===== config.mk =====
export PLATFORM = sky130hd
export DESIGN_NAME = gcd_binary_unit
export DESIGN_NICKNAME = d
export VERILOG_FILES = /design/src/rtl/gcd_binary_unit.sv
export SDC_FILE = /design/constraint.sdc
export NUM_CORES = 1
export LEC_CHECK = 0
export ABC_AREA = 1
export BUFFER_PORTS_ARGS = -buffer_cell sky130_fd_sc_hd__buf_4
export CAP_MARGIN = 40
export CORE_MARGIN = 4
export CORE_UTILIZATION = 45
export CTS_CLUSTER_DIAMETER = 150
export DETAILED_ROUTE_END_ITERATION = 8
export PLACE_DENSITY = 0.72
export SYNTH_ARGS = -nofsm -noshare
export SYNTH_HDL_FRONTEND = slang
export SYNTH_SLANG_ARGS = --single-unit

===== constraint.sdc =====
create_clock -name clk -period 2.2 [get_ports clk]
set_input_delay 0.11 -clock clk [delete_from_list [all_inputs] [get_ports clk]]
set_output_delay 0.11 -clock clk [all_outputs]
set_load 0.01 [all_outputs]

===== src/rtl/gcd_binary_unit.sv =====
// rtl/gcd_binary_unit.sv - binary (Stein) GCD unit with valid/ready handshakes and cycle count
// Operands load in IDLE, one reduction step per CALC cycle, result held in DONE until taken.
module gcd_binary_unit #(
  parameter int W  = 16,
  parameter int CW = 6
) (
  input  logic          clk,
  input  logic          reset,
  input  logic [W-1:0]  operands_bits_A,
  input  logic [W-1:0]  operands_bits_B,
  input  logic          operands_val,
  output logic          operands_rdy,
  output logic [W-1:0]  result_bits_data,
  output logic [CW-1:0] result_bits_cycles,
  output logic          result_val,
  input  logic          result_rdy
);

  localparam int KW = $clog2(W);

  typedef enum logic [1:0] {IDLE, CALC, DONE} state_t;

  state_t        state, state_n;
  logic [W-1:0]  a, a_n, b, b_n, res, res_n;
  logic [KW-1:0] k, k_n;
  logic [CW-1:0] cnt, cnt_n, cyc, cyc_n, cnt_inc;

  // Count saturates rather than wrapping so an oversized run never reports a small number.
  assign cnt_inc = (&cnt) ? cnt : cnt + CW'(1);

  always_comb begin
    state_n = state;
    a_n     = a;
    b_n     = b;
    k_n     = k;
    cnt_n   = cnt;
    res_n   = res;
    cyc_n   = cyc;
    case (state)
      IDLE: begin
        if (operands_val) begin
          a_n     = operands_bits_A;
          b_n     = operands_bits_B;
          k_n     = '0;
          cnt_n   = '0;
          state_n = CALC;
        end
      end
      CALC: begin
        cnt_n = cnt_inc;
        if (a == '0) begin
          res_n   = b << k;
          cyc_n   = cnt_inc;
          state_n = DONE;
        end else if (b == '0) begin
          res_n   = a << k;
          cyc_n   = cnt_inc;
          state_n = DONE;
        end else if (!a[0] && !b[0]) begin
          a_n = a >> 1;
          b_n = b >> 1;
          k_n = k + KW'(1);
        end else if (!a[0]) begin
          a_n = a >> 1;
        end else if (!b[0]) begin
          b_n = b >> 1;
        end else if (a >= b) begin
          a_n = (a - b) >> 1;
        end else begin
          b_n = (b - a) >> 1;
        end
      end
      DONE: begin
        if (result_rdy) state_n = IDLE;
      end
      default: state_n = IDLE;
    endcase
  end

  always_ff @(posedge clk) begin
    if (reset) begin
      state <= IDLE;
      a     <= '0;
      b     <= '0;
      k     <= '0;
      cnt   <= '0;
      res   <= '0;
      cyc   <= '0;
    end else begin
      state <= state_n;
      a     <= a_n;
      b     <= b_n;
      k     <= k_n;
      cnt   <= cnt_n;
      res   <= res_n;
      cyc   <= cyc_n;
    end
  end

  assign operands_rdy       = (state == IDLE);
  assign result_val         = (state == DONE);
  assign result_bits_data   = res;
  assign result_bits_cycles = cyc;

endmodule


==> reports/results.ini <==
[sta]
layout_setup_ws_ns=-0.02008
clock.fmax_mhz=450.4
rsz0062_at_grt=true
setup_viol=11
min_period_over_period_pct=100.9
tns_ns=-0.1189
hold_viol=0
maxSlewViolCount=0
worst_pin_slew_ns=0.7421
finClkSkew_ns=0.005806
fin_crit_ns=2.220
slew_headroom_pct=50.47

[synthesis]
ys_seq_area_share_pct=23.06
syn-mean-instance-area_um2=5.975
synthesis.area_um2=5730
synthDistinctLibCells=41
synth_edf_count=0
synthFlopType=dfxtp_1
synthCells=959
synthArstFlopShare_pct=0
yosys_warnings=0
synth_nets=1033
ys_ff_latch=66

[cells_and_area]
synthToLayoutAreaGrowth_pct=45.74
fillers=1059
design_area_um2=8352
sequential_cell_area_um2=1350
post_route_cells_drive_above_1_share_pct=33.25
final_cell_count_no_fill=1318
multiInputGateArea_um2=4384
nets=1218

[grt]
grt_max_degree=42
gr-usage-all-layers_pct=29.27
grt-ovfl-total=0
grt_pass1_vias=6730
antenna_found_initial=0
grt_pass1_wl_mm=33.84

[power_and_ir_drop]
peakVddDrop_mv=0.6141
p_leak_nw=3.860
power.total_w=0.009960
p_per_area_nw_per_um2=1193

[detailed_routing]
drtAntennaViolNets=0
wl_per_cell_um=17.09
vias=7431
drc=0
dr.pass1.iters=6
via_per_inst=5.638
routed_wirelength_mm=22.52
drtIter0Drc=896

[clock_tree]
cts_max_path_buffers=2
clkTransAtPathRegs_ns=0.06
cts_buffers=9
cts-root-buf=clkbuf_16
clock_latency_ns=0.35
cts_tree=done
postCtsHoldBufs=0
cts_sinks=66
htreeDepth=3

[floorplanning]
core-area_um2=12260
die_h_um=120.8
die_area_um2=14600
chipWidth_um=120.8
rows=40
ios=60
initial_core_util_pct=46.73

[setup_path]
r2r_end=a[1]$_SDFFE_PP0P_
critPathBufInv=3
crit_required_ns=2.48
path_depth=13
crit_path_start_kind=flop
cp_slowest_cell=dfxtp_2
path_cells=inv_2 > ha_4 > nand2_4 > nor2_4 > inv_2 > nor3_4 > nand3_4 > nand4_4 > nand3_4 > buf_4 > nand2_1 > nand2_1 > a21oi_1
crit_end=a[1]$_SDFFE_PP0P_
r2r_setup_slack_ns=-0.02
critical_path_class=reg -> reg
critPathMaxStageDelay_ns=0.36
path_delay_family=simple AND/OR/NAND/NOR gates
crit_start=a[11]$_SDFFE_PP0P_
crit_path_max_fanout=7
arrival_ns=2.50
reg2reg_depth=13
cp-end-kind=flop
r2r_start=a[11]$_SDFFE_PP0P_

[status]
status=finished, violations left
violations=setup timing

[placement]
dpl_cell_area_um2=7266
dpl.hpwl_mm=16.31
place_congestion=0.9913
port_buffers=59
dp.cells=1283

[flow_run]
drv_cap=0

[worst_hold_path]
hp-class=in -> reg

## sequential cells by signal, indices dropped and copies added (netlist names)
signal	count
a	16
b	16
result_bits_data	16
cnt	6
result_bits_cycles	6
k	4
state	2
## stage by stage
stage               setup WS, ns  hold slack [ns]  utilization (%)
floorplan                0.02996           0.2700                -
global placement         -0.1104           0.3887            59.26
detailed placement       -0.1829           0.4012            59.26
CTS                    -0.006511          0.03525            64.33
global route             -0.1183          0.02803            68.09
finish                  -0.02008          0.02466            68.11
## worst min-delay path by stage
stage | start | slack [ns] | cells past startpoint | to
floorplan | operands_bits_A[15] | 0.27 | 2 | a[15]$_SDFFE_PP0P_
global placement | operands_bits_A[15] | 0.39 | 3 | a[15]$_SDFFE_PP0P_
detailed placement | operands_bits_A[15] | 0.40 | 3 | a[15]$_SDFFE_PP0P_
CTS | operands_bits_A[15] | 0.04 | 3 | a[15]$_SDFFE_PP0P_
global route | operands_bits_A[15] | 0.03 | 3 | a[15]$_SDFFE_PP0P_
finish | operands_bits_A[15] | 0.02 | 3 | a[15]$_SDFFE_PP0P_
## cell usage after synthesis, types with 2 or more instances
master    number  area, um^2
nand2_1      236       885.9
nand3_1      134       670.6
a21oi_1      124       620.6
nor2_1        93       349.1
inv_1         81       304.0
dfxtp_1       66        1321
o21ai_0       50       250.2
ha_1          36       450.4
clkbuf_1      23       86.33
buf_2         11       55.05
nor3_1        11       55.05
inv_2          9       33.78
nand4_1        8       50.05
nand2_2        7       43.79
xor2_1         7       61.31
xnor2_1        6       52.55
a31oi_1        5       31.28
buf_1          5       18.77
o22ai_1        5       31.28
o21ai_1        4       20.02
a22oi_1        3       22.52
buf_4          3       22.52
clkinv_1       3       11.26
nor2_2         3       18.77
nor2_4         3       33.78
or2_2          3       18.77
a21oi_2        2       17.52
buf_6          2       22.52
fa_1           2       40.04
nand3_2        2       20.02
o211ai_1       2       15.01
## cells in the final DEF, fill, tap and decap left out, types with 6 or more instances in the layout
cell	n
nor2_2	7
nand3_1	128
buf_6	10
a21oi_1	107
buf_4	204
clkbuf_16	10
nand4_1	8
o21ai_0	37
nor2_1	84
ha_1	17
inv_1	72
nor2_4	8
ha_4	14
inv_2	16
dfxtp_1	43
dfxtp_2	23
xnor2_1	6
nand2_1	220
nand3_2	7
xor2_1	7
nand2_2	19
o21ai_2	6
o21ai_1	10
a21oi_2	16
## metal layers
| metal | routed length (um) | part of all wire [%] | global-route usage, % |
|---|---|---|---|
| met5 | 0 | 0 | 0 |
| met4 | 818 | 3.6 | 11.97 |
| met3 | 2204 | 9.8 | 7.203 |
| met2 | 10090 | 45 | 44.95 |
| met1 | 9412 | 42 | 39.16 |
## kinds of logic after synthesis
group,Yosys count,synth area share [%]
flops,66,23.06
xor+xnor,13,1.987
fa+ha+maj,38,8.559
buf+inv,138,9.760
simple gates,505,38.49
compound gates,199,18.14
## tightest hold or removal path: cells and delay by family
family	cells	cell delay, ns
buf+inv	1	0.11
simple gates	1	0.06
compound gates	1	0.06
## final cells by class
class | instances | share of cell area, %
Multi-Input combinational cell | 756 | 52.49
Timing Repair Buffer | 218 | 20.70
Sequential cell | 66 | 16.16
Inverter | 93 | 4.270
Clock buffer | 9 | 2.697
Tap cell | 168 | 2.517
Clock inverter | 7 | 1.124
Antenna cell | 1 | 0.02996
## power breakdown
part | internal (W) | switching [W]
Sequential | 0.00138 | 0.000181
Combinational | 0.00289 | 0.00393
Clock | 0.000989 | 0.000583
Total | 0.00527 | 0.00469
## timing repair
action | CTS | global route
cloned | 1 | 1
setup buffers | 7 | 9
setup endpoints to repair | 32 | 41
gates resized for setup | 50 | 111
pin swaps | 11 | 34
(Power assumes the default switching activity.)
